### src/rtl/uart_tx_fifo.sv
// Buffered 8N1 UART transmitter: a DEPTH-entry byte FIFO feeding a START/DATA/STOP
// serialiser, with a one-cycle tx_data_valid strobe at each frame start.
module uart_tx_fifo #(
  parameter int DEPTH    = 8,
  parameter int BAUD_DIV = 434
) (
  input  logic                       clk,
  input  logic                       rst,
  input  logic                       wr_en,
  input  logic [7:0]                 wr_data,
  output logic                       full,
  output logic                       empty,
  output logic [$clog2(DEPTH+1)-1:0] level,
  output logic                       busy,
  output logic                       tx_pin,
  output logic                       tx_data_valid,
  output logic [7:0]                 tx_data,
  output logic [1:0]                 fsm_state
);
  localparam int AW = $clog2(DEPTH);
  localparam int LW = $clog2(DEPTH+1);
  localparam int CW = (BAUD_DIV > 1) ? $clog2(BAUD_DIV) : 1;

  typedef enum logic [1:0] {
    IDLE  = 2'd0,
    START = 2'd1,
    DATA  = 2'd2,
    STOP  = 2'd3
  } state_e;

  // Write side is valid-only: wr_en offers a byte every cycle it is high, there is no
  // ready; a byte offered while full (and no pop in the same cycle) is dropped.
  state_e          state_q, state_d;
  logic [7:0]      mem_q [DEPTH];
  logic [7:0]      mem_d [DEPTH];
  logic [AW-1:0]   wr_ptr_q, wr_ptr_d;
  logic [AW-1:0]   rd_ptr_q, rd_ptr_d;
  logic [LW-1:0]   level_q, level_d;
  logic [CW-1:0]   baud_cnt_q, baud_cnt_d;
  logic [2:0]      bit_cnt_q, bit_cnt_d;
  logic [7:0]      shifter_q, shifter_d;
  logic            tx_pin_q, tx_pin_d;
  logic            tx_data_valid_q, tx_data_valid_d;
  logic [7:0]      tx_data_q, tx_data_d;

  logic fifo_full, fifo_empty, pop, push, bit_end;

  assign fifo_full  = (level_q == LW'(DEPTH));
  assign fifo_empty = (level_q == '0);
  assign pop        = (state_q == IDLE) && !fifo_empty;
  assign push       = wr_en && (!fifo_full || pop);
  assign bit_end    = (state_q != IDLE) && (baud_cnt_q == CW'(BAUD_DIV - 1));

  always_ff @(posedge clk or negedge rst) begin
    if (!rst) begin
      state_q <= IDLE;
    end else begin
      state_q <= state_d;
    end
  end

  always_comb begin
    state_d = state_q;
    case (state_q)
      IDLE:    if (!fifo_empty) state_d = START;
      START:   if (bit_end) state_d = DATA;
      DATA:    if (bit_end && (bit_cnt_q == 3'd7)) state_d = STOP;
      STOP:    if (bit_end) state_d = IDLE;
      default: state_d = IDLE;
    endcase
  end

  always_comb begin
    mem_d           = mem_q;
    wr_ptr_d        = wr_ptr_q;
    rd_ptr_d        = rd_ptr_q;
    level_d         = level_q;
    bit_cnt_d       = bit_cnt_q;
    shifter_d       = shifter_q;
    tx_pin_d        = tx_pin_q;
    tx_data_d       = tx_data_q;
    tx_data_valid_d = pop;
    baud_cnt_d      = (state_q == IDLE || bit_end) ? '0 : baud_cnt_q + CW'(1);

    if (push) begin
      mem_d[wr_ptr_q] = wr_data;
      wr_ptr_d        = wr_ptr_q + AW'(1);
    end
    if (pop) begin
      rd_ptr_d = rd_ptr_q + AW'(1);
    end
    case ({push, pop})
      2'b10:   level_d = level_q + LW'(1);
      2'b01:   level_d = level_q - LW'(1);
      default: level_d = level_q;
    endcase

    case (state_q)
      IDLE: begin
        tx_pin_d = 1'b1;
        if (pop) begin
          shifter_d = mem_q[rd_ptr_q];
          tx_data_d = mem_q[rd_ptr_q];
          tx_pin_d  = 1'b0;
        end
      end
      START: begin
        if (bit_end) begin
          bit_cnt_d = 3'd0;
          tx_pin_d  = shifter_q[0];
        end
      end
      DATA: begin
        if (bit_end) begin
          if (bit_cnt_q == 3'd7) begin
            tx_pin_d = 1'b1;
          end else begin
            // The next bit to drive is already sitting one place up in the shifter.
            shifter_d = {1'b0, shifter_q[7:1]};
            bit_cnt_d = bit_cnt_q + 3'd1;
            tx_pin_d  = shifter_q[1];
          end
        end
      end
      STOP:    tx_pin_d = 1'b1;
      default: tx_pin_d = 1'b1;
    endcase
  end

  always_ff @(posedge clk or negedge rst) begin
    if (!rst) begin
      mem_q           <= '{default: '0};
      wr_ptr_q        <= '0;
      rd_ptr_q        <= '0;
      level_q         <= '0;
      baud_cnt_q      <= '0;
      bit_cnt_q       <= '0;
      shifter_q       <= '0;
      tx_pin_q        <= 1'b1;
      tx_data_valid_q <= 1'b0;
      tx_data_q       <= 8'h00;
    end else begin
      mem_q           <= mem_d;
      wr_ptr_q        <= wr_ptr_d;
      rd_ptr_q        <= rd_ptr_d;
      level_q         <= level_d;
      baud_cnt_q      <= baud_cnt_d;
      bit_cnt_q       <= bit_cnt_d;
      shifter_q       <= shifter_d;
      tx_pin_q        <= tx_pin_d;
      tx_data_valid_q <= tx_data_valid_d;
      tx_data_q       <= tx_data_d;
    end
  end

  always_comb begin
    full          = fifo_full;
    empty         = fifo_empty;
    level         = level_q;
    busy          = (state_q != IDLE);
    tx_pin        = tx_pin_q;
    tx_data_valid = tx_data_valid_q;
    tx_data       = tx_data_q;
    fsm_state     = state_q;
  end

endmodule

### config.mk
export PLATFORM = sky130hd
export DESIGN_NAME = uart_tx_fifo
export DESIGN_NICKNAME = d
export VERILOG_FILES = /design/src/rtl/uart_tx_fifo.sv
export SDC_FILE = /design/constraint.sdc
export NUM_CORES = 1
export LEC_CHECK = 0
export ABC_AREA = 1
export CAP_MARGIN = 20
export CORE_ASPECT_RATIO = 0.6
export CORE_UTILIZATION = 55
export CTS_CLUSTER_DIAMETER = 150
export DETAILED_ROUTE_END_ITERATION = 12
export DONT_BUFFER_PORTS = 1
export PLACE_DENSITY = 0.7
export SLEW_MARGIN = 20
export SYNTH_ARGS = -nofsm -noshare
export SYNTH_HDL_FRONTEND = slang
export SYNTH_SLANG_ARGS = --single-unit
### constraint.sdc
create_clock -name clk -period 2.5 [get_ports clk]
set_input_delay 0.375 -clock clk [delete_from_list [all_inputs] [get_ports clk]]
set_output_delay 0.375 -clock clk [all_outputs]
set_load 0.1 [all_outputs]
## Word level (Yosys, flattened, before mapping)

Index checks and enable logic that the tools add are counted.

- Flip-flop bits (word level): 106
- Bits of input ports: 11
- Output and inout bits: 19
- Word-level logic and storage cells: 90

- $add $sub $neg: 6
- Magnitude comparators: 3
- Equality and inequality tests: 15
- Muxes and demuxes: 26
- Bitwise operators: 2
- Reduce and logical (&&, ||, !) cells: 20

Operators with widths:

| cell | number |
|---|---|
| $bwmux 64 | 1 |
| $mux 8 | 6 |
| $bmux 8 s3 | 1 |
| $demux 8 s3 | 1 |
| $pmux 8 s2 | 1 |
| $ne 2x2->1 const B | 7 |
| $reduce_and 4->1 | 3 |
| $add 3x1->3 const B | 3 |
| $add 9x1->9 const B | 1 |
| $eq 9x9->1 const B | 1 |
| $mux 3 | 3 |
| $mux 9 | 1 |
| $ge 4x4->1 const B | 2 |
| $mux 2 | 4 |
| $not 3->4 | 2 |
| $pmux 2 s4 | 1 |
| $pmux 4 s2 | 1 |
| $reduce_bool 2->1 | 4 |
| $eq 2x2->1 const B | 3 |
| $pmux 3 s2 | 1 |
| $logic_and 1x1->1 | 5 |
| $add 4x1->4 const B | 1 |
| $eq 2x1->1 const B | 2 |
| $eq 4x4->1 const B | 1 |
| other kinds (10) | 16 |

## Logic depth before layout (Yosys ltp)

Gate-level depths: netlist (run 1).

- Depth after elaboration: 7
- Depth in mapped cells: 13
- Depth with buffers taken out: 12

## Least setup slack after synthesis (run 1)

No wires, ideal clock.

- Kind: register to output
- Start point: reg level_q[3], in the netlist level[3]
- End point: out full
- Arrival: 4.060 ns
- Path slack: -1.935 ns
- Cell stages (with the launch flop): 3
- Path buffers: 0
- Cell sequence: dfrtp_1 > inv_1 > nor4_1

- Longest elaborated chain between the ends: 1

RTL lines:

| what | RTL line | RTL |
|---|---|---|
| start: declaration | 38 | `logic [LW-1:0] level_q, level_d;` |
| start signal: assignment | 146 | `level_q <= level_d;` |
| $eq 4x4->1 | 48 | `assign fifo_full = (level_q == LW'(DEPTH));` |
| end: declaration | 11 | `output logic full,` |

Every way passes these cells.

## Worst setup path after layout (run 1)

- Start point: reg state_q[0], in the netlist fsm_state[0]
- End point: reg level_q[2], in the netlist level[2]

- Longest elaborated chain between the ends: 6

RTL lines:

| what | RTL line | RTL |
|---|---|---|
| start: declaration | 33 | `state_e state_q, state_d;` |
| start signal: assignment | 58 | `state_q <= state_d;` |
| $logic_not 2->1 * | 50 | `assign pop = (state_q == IDLE) && !fifo_empty;` |
| $logic_and 1x1->1 * | 50 |  |
| $logic_or 1x1->1 | 51 | `assign push = wr_en && (!fifo_full \|\| pop);` |
| $logic_and 1x1->1 | 51 |  |
| $eq 2x1->1 / $eq 2x2->1 (equally long branches) | 92 | `case ({push, pop})` |
| $pmux 4 s2 / $reduce_bool 2->1 (equally long branches) | n/a |  |

Every way passes the cells marked *; elsewhere a longest branch is shown, timed or not.
A chain may end at the register's enable or synchronous reset.

==> results.sh, run 1 <==
export IMPL_grt_overflow=0
export IMPL_num_vias=4045
export IMPL_cts_path_max_buffers=2
export IMPL_min_period_over_period_pct=87.1
export IMPL_worstMarginPinSlew_ps=990
export IMPL_synth_nets=663
export IMPL_antenna_found_initial=0
export IMPL_synth_seq_cells=106
export IMPL_cts_made_buffers=9
export IMPL_ys_seq_area_share_pct=50.7
export IMPL_slowest_delay_ps=370
export IMPL_grtUsageTotal_pct=26.2
export IMPL_ys_warn_count=0
export IMPL_fp_dieW_um=128
export IMPL_synth_area_um2=5240
export IMPL_finalHoldViolCount=106
export IMPL_synth_cell_types=35
export IMPL_die_area_um2=9930
export IMPL_required_ps=2740
export IMPL_drtIter0Drc=363
export IMPL_startpoint_type="flip-flop"
export IMPL_insertion_delay_ps=350
export IMPL_grt_max_degree=107
export IMPL_core_um2=9220
export IMPL_drtAntennaViolNets=0
export IMPL_path_class="reg -> reg"
export IMPL_drive_gt1_share_pct=10.7
export IMPL_crit_chain="inv_1, ha_1, inv_4, nand4_2, nand2_4, ha_4, xor2_2, ha_1, a21oi_1, xor2_1, o21ai_0"
export IMPL_r2r_cells=11
export IMPL_tritoncts="done"
export IMPL_die_h_um=77.6
export IMPL_grt_pass1_wl_um=19900
export IMPL_rr_startpoint="fsm_state[0]"
export IMPL_portBuffers=0
export IMPL_cts_resized=0
export IMPL_cp_startpoint="fsm_state[0]"
export IMPL_synth_avg_cell_area_um2=8.19
export IMPL_synth_top_cells_by_area="dfrtp_1 (50%), nand2_1 (14%), nor2_1 (5.4%), o21ai_1 (5.1%), o21ai_0 (3.8%)"
export IMPL_setup_violations=0
export IMPL_clock_sinks=106
export IMPL_cts_setup_buffers=0
export IMPL_min_period_ps=2180
export IMPL_start_util_pct=56.8
export IMPL_crit_path_top_delay_cell="dfrtp_2"
export IMPL_root_buffer="clkbuf_16"
export IMPL_fillCellCount=816
export IMPL_grt_setup_unrepaired="no"
export IMPL_synth_top_area_share_pct=50.2
export IMPL_boundaryPins=30
export IMPL_crit_path_end_kind="flip-flop"
export IMPL_drt_pass1_iterations=5
export IMPL_gp_routability_congestion=0.859
export IMPL_routedWlPerCell_um=15.2
export IMPL_hold_ws_ps=-278
export IMPL_relSlewSlack_pct=34.0
export IMPL_timing_rr_end="level[2]"
export IMPL_violations="negative hold slack"
export IMPL_detailed_place_hpwl_um=8240
export IMPL_cts_max_level=3
export IMPL_status="complete, but fails checks"
export IMPL_viasPerCell=5.21
export IMPL_final_cell_mix="nand2_1 (201), dfrtp_1 (99), nor2_1 (76), o21ai_1 (53)"
export IMPL_final_common_cell="nand2_1"
export IMPL_final_max_slew_viol_count=0
export IMPL_max_freq_ghz=0.459
export IMPL_netlist_instances=639
export IMPL_drt_wl_total_um=11800
export IMPL_cp_max_fo=8
export IMPL_path_clk_slew_ps=70
export IMPL_clock_skew_ps=8.10
export IMPL_crit_top_cell="ha_1"
export IMPL_cap_violations=0
export IMPL_area_growth_pct=9.01
export IMPL_diodes=0
export IMPL_post_place_cells=761
export IMPL_grt_pass1_vias=3787
export IMPL_setup_tns_final_ps=0
export IMPL_yosysTopAreaCell="dfrtp_1"
export IMPL_r2r_slack_ps=320
export IMPL_nNetsFinal=666
export IMPL_instances_no_fill=777
export IMPL_num_rows=27
export IMPL_drc=0
export IMPL_crit_arrival_ps=2420
export IMPL_hp_class="in -> async"
## cells by family (layout without fill, tap and decap cells)
| family | count (synthesis) | after routing | share of synthesized area, % |
|---|---|---|---|
| AO/OA/AOI/OAI | 107 | 107 | 10.8 |
| XOR/XNOR | 8 | 8 | 1.34 |
| adder cells (fa/ha/maj) | 13 | 13 | 3.11 |
| buffers and inverters | 72 | 80 | 7.03 |
| flip-flops | 106 | 106 | 50.7 |
| AND/OR/NAND/NOR | 333 | 333 | 27.0 |
## worst max-delay path, delay by kind of cell, from the launching register on
family	cells	cell delay [ps]
flops	1	370
xor+xnor	2	380
compound gates	2	260
fa+ha+maj	3	600
buf+inv	2	190
simple gates	2	280
## cell usage after synthesis
library cell,instances
buf_8,1
o211ai_1,4
nand4_2,1
o21ai_0,40
nand2_2,3
clkinv_1,2
inv_1,43
nor4_1,1
or2_2,1
nor3_1,5
dfstp_2,1
clkbuf_1,6
nor3b_1,2
o21ai_2,5
dfrtp_1,105
xor2_1,7
buf_12,1
xnor2_1,1
nor2_1,76
buf_6,7
ha_1,13
nand2_8,2
nor2_2,3
a21oi_1,4
inv_4,1
buf_4,2
buf_2,6
nand2_1,201
nand2_4,6
inv_2,2
buf_1,1
o21ai_1,53
o31ai_1,1
nand3_1,28
nand4_1,4
## per-layer routing
layer | part of all wire (%) | global-route usage [%]
met3 | 4.7 | 5.79
met5 | 0 | 0
met1 | 52 | 39.7
met2 | 43 | 38.9
met4 | 0.44 | 4.35
## cell type report
| cell class | count | area [um^2] | area share [%] |
|---|---|---|---|
| clock buffers | 10 | 229 | 4.01 |
| clock inverters | 6 | 66.3 | 1.16 |
| inverters | 48 | 194 | 3.40 |
| multi-input cells | 461 | 2260 | 39.7 |
| flip-flops and latches | 106 | 2670 | 46.8 |
| well taps | 130 | 163 | 2.85 |
| repair buffers | 16 | 120 | 2.10 |
## stage by stage
step | instance area (um^2) | worst slack [ps] | utilization (%) | hold WS (ps)
2_1_floorplan | 5320 | -104 | - | 79.4
3_3_place_gp | 5410 | 516 | 58.7 | 84.1
3_5_place_dp | 5410 | 343 | 58.7 | 82.8
4_1_cts | 5710 | 321 | 61.9 | -290
5_1_grt | 5710 | 193 | 61.9 | -293
6_report | 5710 | 322 | 61.9 | -278
## flip-flops by register name, summed over array words and instances, names as in the netlist, 2 cells and up
register and flops:
bit_cnt_q 3, shifter_q 8, rd_ptr_q 3, tx_data 8
fsm_state 2, baud_cnt_q 9, wr_ptr_q 3, level 4
mem_q 64
## how the worst max path moves through the flow
stage	to	slack (ps)	cells past startpoint
final	level[2]	320	11
after detailed placement	level[2]	340	11
after CTS	level[2]	320	11
after global placement	level[2]	520	10
after floorplan	level[2]	-100	11
after global routing	level[2]	190	11
Power of run 1 is left out: the tool's default activity adds up to more than one toggle a clock period on the data nets, which glitch-free logic cannot reach.
==> run 2: changes to the inputs <==
Settings changed: CORE_MARGIN set to 10, PLACE_DENSITY 0.7 to 0.73.
Clock period 2.5 ns to 1.8 ns, I/O delays scaled along.
==> results.sh, run 2 (synthesis gave the netlist of run 1 again) <==
export IMPL_status="complete, but fails checks"
export IMPL_violations="negative hold slack, negative setup slack"
export IMPL_num_vias=4378
export IMPL_grt_setup_unrepaired="yes"
export IMPL_regMostFlops="mem_q"
export IMPL_seqPwrFrac_pct=30.0
export IMPL_core_um2=9220
export IMPL_setup_violations=4
export IMPL_min_period_ps=1930
export IMPL_crit_top_cell="ha_4"
export IMPL_grt_pass1_vias=4121
export IMPL_cp_max_fo=3
export IMPL_path_clk_slew_ps=70
export IMPL_drt_wl_total_um=13100
export IMPL_post_place_cells=790
export IMPL_p_sw_share_pct=47.8
export IMPL_stdcell_area_um2=6280
export IMPL_cts_max_level=3
export IMPL_power_switching_mw=6.62
export IMPL_final_common_cell="nand2_1"
export IMPL_crit_arrival_ps=2180
export IMPL_crit_path_end_kind="flip-flop"
export IMPL_timing_rr_end="level[2]"
export IMPL_largest_reg_flops=64
export IMPL_crit_path_top_delay_cell="dfrtp_4"
export IMPL_relSlewSlack_pct=62.7
export IMPL_max_freq_ghz=0.517
export IMPL_final_max_slew_viol_count=0
export IMPL_r2r_cells=11
export IMPL_start_util_pct=56.8
export IMPL_fin_ws_ps=-134
export IMPL_cap_violations=0
export IMPL_die_area_um2=14000
export IMPL_min_period_over_period_pct=107
export IMPL_insertion_delay_ps=350
export IMPL_clock_skew_ps=8.54
export IMPL_p_int_mw=7.23
export IMPL_antenna_found_initial=0
export IMPL_detailed_place_hpwl_um=8440
export IMPL_cts_made_buffers=9
export IMPL_path_class="reg -> reg"
export IMPL_largestRegisters="mem_q (64), baud_cnt_q (9)"
export IMPL_p_per_area_nw_per_um2=2210
export IMPL_clock_sinks=106
export IMPL_viasPerCell=5.38
export IMPL_power_static_leakage_nw=3.11
export IMPL_drive_gt1_share_pct=18.7
export IMPL_instances_no_fill=813
export IMPL_drtAntennaViolNets=0
export IMPL_routedWlPerCell_um=16.1
export IMPL_portBuffers=0
export IMPL_timing_critical_path_buf_inv=2
export IMPL_grt_overflow=0
export IMPL_dp_slack_ps=-196
export IMPL_crit_chain="inv_4, ha_4, inv_16, nand4_4, nand2_4, ha_4, xor2_4, ha_4, a21oi_2, xor2_1, o21ai_1"
export IMPL_cts_path_max_buffers=2
export IMPL_nNetsFinal=702
export IMPL_root_buffer="clkbuf_16"
export IMPL_slowest_delay_ps=500
export IMPL_path_delay_family="adder cells"
export IMPL_worstMarginPinSlew_ps=558
export IMPL_diodes=0
export IMPL_clkPwrFrac_pct=15.9
export IMPL_power_mw=13.9
export IMPL_cp_startpoint="fsm_state[1]"
export IMPL_gp_routability_congestion=0.842
export IMPL_finalHoldViolCount=106
export IMPL_required_ps=2040
export IMPL_tritoncts="done"
export IMPL_grt_max_degree=107
export IMPL_p_comb_share_pct=54.1
export IMPL_boundaryPins=30
export IMPL_area_growth_pct=20.0
export IMPL_grtUsageTotal_pct=18.3
export IMPL_num_rows=27
export IMPL_vdd_ir_drop_max_mv=1.10
export IMPL_die_h_um=95.6
export IMPL_drtIter0Drc=354
export IMPL_placed_area_um2=5680
export IMPL_hold_ws_ps=-390
export IMPL_rr_startpoint="fsm_state[1]"
export IMPL_fp_dieW_um=146
export IMPL_grt_pass1_wl_um=20700
export IMPL_drt_pass1_iterations=5
export IMPL_drc=0
export IMPL_hp_class="in -> async"
export IMPL_startpoint_type="flip-flop"
export IMPL_r2r_slack_ps=-130
export IMPL_final_cell_mix="nand2_1 (196), dfrtp_1 (99), nor2_1 (70), o21ai_1 (55), buf_4 (39)"
run 2: power groups by stage:
stage / logic, mW / registers [mW] / clock network, mW
2_1_floorplan: 4.10 / 5.21 / 0
3_5_place_dp: 6.78 / 4.14 / 0
4_1_cts: 7.04 / 4.13 / 2.22
5_1_grt: 8.27 / 4.28 / 2.30
6_report: 7.50 / 4.16 / 2.20
3_3_place_gp: 6.58 / 4.10 / 0
run 2: final cells by class:
class                           count  area [um^2]
Timing Repair Buffer               50          454
Clock inverter                      6         96.3
Inverter                           48          223
Clock buffer                       10          239
Tap cell                          130          163
Fill cell                         713         2940
Multi-Input combinational cell    463         2430
Sequential cell                   106         2680
run 2: through the flow:
stage	utilization [%]	TNS (ps)
2_1_floorplan	-	-8800
6_report	68.1	-294
3_5_place_dp	61.6	-1990
3_3_place_gp	61.6	-346
4_1_cts	66.2	-270
5_1_grt	68.1	-991
run 2: worst max-delay path by stage:
stage,to,slack [ps],cells past startpoint
2_1_floorplan,level[2],-800,11
3_3_place_gp,level[2],-120,11
3_5_place_dp,level[2],-200,11
4_1_cts,level[2],-120,11
5_1_grt,level[2],-230,11
6_report,level[2],-130,11
run 2: timing repair:
| action | 4_1_cts | 5_1_grt |
|---|---|---|
| setup endpoints to repair | 35 | 29 |
| gates cloned | 0 | 2 |
| pin swaps | 8 | 18 |
| setup buffers | 1 | 4 |
| gates resized for setup | 19 | 33 |
| hold endpoints to repair | 106 | 106 |
run 2: per-layer routing:
metal | vias up | global-route usage [%] | share of wire, %
li1 | 2119 | - | -
met1 | 2117 | 25.7 | 47
met2 | 126 | 27.7 | 44
met3 | 16 | 4.35 | 6.8
met4 | 0 | 5.03 | 1.4
met5 | - | 0 | 0
(Power assumes the default switching activity.)
==> run 3: changes to the inputs <==
Settings changed: CTS_CLUSTER_SIZE set to 25, PLACE_DENSITY 0.73 to 0.69, RECOVER_POWER set to 50.
==> results.sh, run 3 (synthesis gave the netlist of run 1 again) <==
export IMPL_crit_path_end_kind="flip-flop"
export IMPL_status="complete, but fails checks"
export IMPL_setup_tns_final_ps=-293
export IMPL_detailed_place_hpwl_um=8240
export IMPL_max_freq_ghz=0.516
export IMPL_portBuffers=0
export IMPL_worstMarginPinSlew_ps=873
export IMPL_r2r_slack_ps=-140
export IMPL_final_max_slew_viol_count=0
export IMPL_insertion_delay_ps=350
export IMPL_grt_pass1_vias=4034
export IMPL_drc=0
export IMPL_power_static_leakage_nw=3.09
export IMPL_fillCellCount=751
export IMPL_final_cell_mix="nand2_1 (197), dfrtp_1 (99), nor2_1 (74), o21ai_1 (55), inv_1 (38)"
export IMPL_hp_class="in -> async"
export IMPL_hold_ws_ps=-392
export IMPL_min_period_ps=1940
export IMPL_path_clk_slew_ps=70
export IMPL_cap_violations=0
export IMPL_tritoncts="done"
export IMPL_setup_violations=8
export IMPL_min_period_over_period_pct=108
export IMPL_vdd_ir_drop_max_mv=1.14
export IMPL_gp_routability_congestion=0.836
export IMPL_clock_sinks=106
export IMPL_fin_ws_ps=-137
export IMPL_largestRegisters="mem_q (64), baud_cnt_q (9)"
export IMPL_finalHoldViolCount=106
export IMPL_post_place_cells=784
export IMPL_final_common_cell="nand2_1"
export IMPL_grtUsageTotal_pct=18.5
export IMPL_drive_gt1_share_pct=16.8
export IMPL_cts_max_level=3
export IMPL_die_area_um2=14000
export IMPL_drt_pass1_iterations=5
export IMPL_startpoint_type="flip-flop"
export IMPL_grt_pass1_wl_um=20700
export IMPL_cp_max_fo=3
export IMPL_grt_max_degree=107
export IMPL_num_vias=4272
export IMPL_relSlewSlack_pct=41.6
export IMPL_violations="negative hold slack, negative setup slack"
export IMPL_diodes=0
export IMPL_boundaryPins=30
export IMPL_root_buffer="clkbuf_16"
export IMPL_core_um2=9220
export IMPL_required_ps=2070
export IMPL_p_comb_share_pct=53.1
export IMPL_drtIter0Drc=450
export IMPL_path_class="reg -> reg"
export IMPL_seqPwrFrac_pct=29.8
export IMPL_viasPerCell=5.32
export IMPL_regMostFlops="mem_q"
export IMPL_num_rows=27
export IMPL_area_growth_pct=19.3
export IMPL_clkPwrFrac_pct=17.1
export IMPL_clock_skew_ps=7.34
export IMPL_drtAntennaViolNets=0
export IMPL_drt_wl_total_um=12700
export IMPL_nNetsFinal=693
export IMPL_die_h_um=95.6
export IMPL_utilization_pct=67.7
export IMPL_start_util_pct=56.8
export IMPL_antenna_found_initial=1
export IMPL_cts_path_max_buffers=2
export IMPL_instances_no_fill=803
export IMPL_power_switching_mw=6.52
export IMPL_crit_arrival_ps=2210
export IMPL_p_sw_share_pct=46.7
export IMPL_p_int_mw=7.44
export IMPL_routedWlPerCell_um=15.8
export IMPL_grt_setup_unrepaired="yes"
export IMPL_fp_dieW_um=146
export IMPL_cts_made_buffers=9
export IMPL_largest_reg_flops=64
export IMPL_grt_overflow=0
export IMPL_p_per_area_nw_per_um2=2240
==> run 3: cell type report <==
| class | instances | area (um^2) | area share, % |
|---|---|---|---|
| well taps | 130 | 163 | 2.60 |
| inverters | 48 | 223 | 3.57 |
| repair buffers | 42 | 408 | 6.53 |
| flip-flops and latches | 106 | 2680 | 42.9 |
| clock buffers | 9 | 225 | 3.61 |
| clock inverters | 6 | 139 | 2.22 |
| multi-input cells | 462 | 2410 | 38.6 |
==> run 3: through the flow <==
| step | area [um^2] | total power [mW] | setup slack [ps] |
|---|---|---|---|
| after floorplan | 5370 | 9.31 | -804 |
| after global placement | 5650 | 10.7 | -123 |
| after detailed placement | 5650 | 10.9 | -147 |
| after CTS | 6110 | 13.6 | -102 |
| after global routing | 6240 | 15.0 | -187 |
| final | 6240 | 14.0 | -137 |
==> run 3: what timing repair did <==
item                                    CTS  global route
setup buffers                             2             1
cloned                                    0             1
gates resized for setup                  20            25
endpoints found under the setup margin   36            27
hold endpoints to repair                106           106
pin swaps                                 8            10
==> run 3: power by group through the flow <==
stage / Clock (mW) / Sequential [mW] / Combinational (mW)
final: 2.39 / 4.16 / 7.42
after CTS: 2.42 / 4.15 / 7.01
after global routing: 2.52 / 4.28 / 8.18
after global placement: 0 / 4.12 / 6.56
after floorplan: 0 / 5.21 / 4.10
after detailed placement: 0 / 4.16 / 6.73
==> run 3: per-layer routing <==
layer | global-route usage (%) | up-vias | wire (um)
met2 | 28.3 | 103 | 5610
met3 | 5.72 | 17 | 875
li1 | - | 2110 | -
met4 | 5.61 | 2 | 144
met1 | 24.7 | 2040 | 6030
met5 | 0 | - | 18
==> run 3: final timing paths <==
path / end / depth (start not counted) / from
min in group clk: mem_q[19] / 2 / wr_data[3]
max reg2reg: level[2] / 10 / fsm_state[1]
max: level[2] / 10 / fsm_state[1]
min reg2reg: mem_q[20] / 2 / mem_q[20]
max in group asynchronous: tx_pin / 0 / rst
min: mem_q[44] / 0 / rst
==> run 3: worst max-delay path, stage by stage (launching register included) <==
cell,delay (ps)
dfrtp_4,500
inv_4,80
ha_4,200
inv_16,40
nor2_4,120
ha_4,180
xor2_4,200
ha_4,170
a21oi_4,40
xor2_2,180
o21ai_1,140
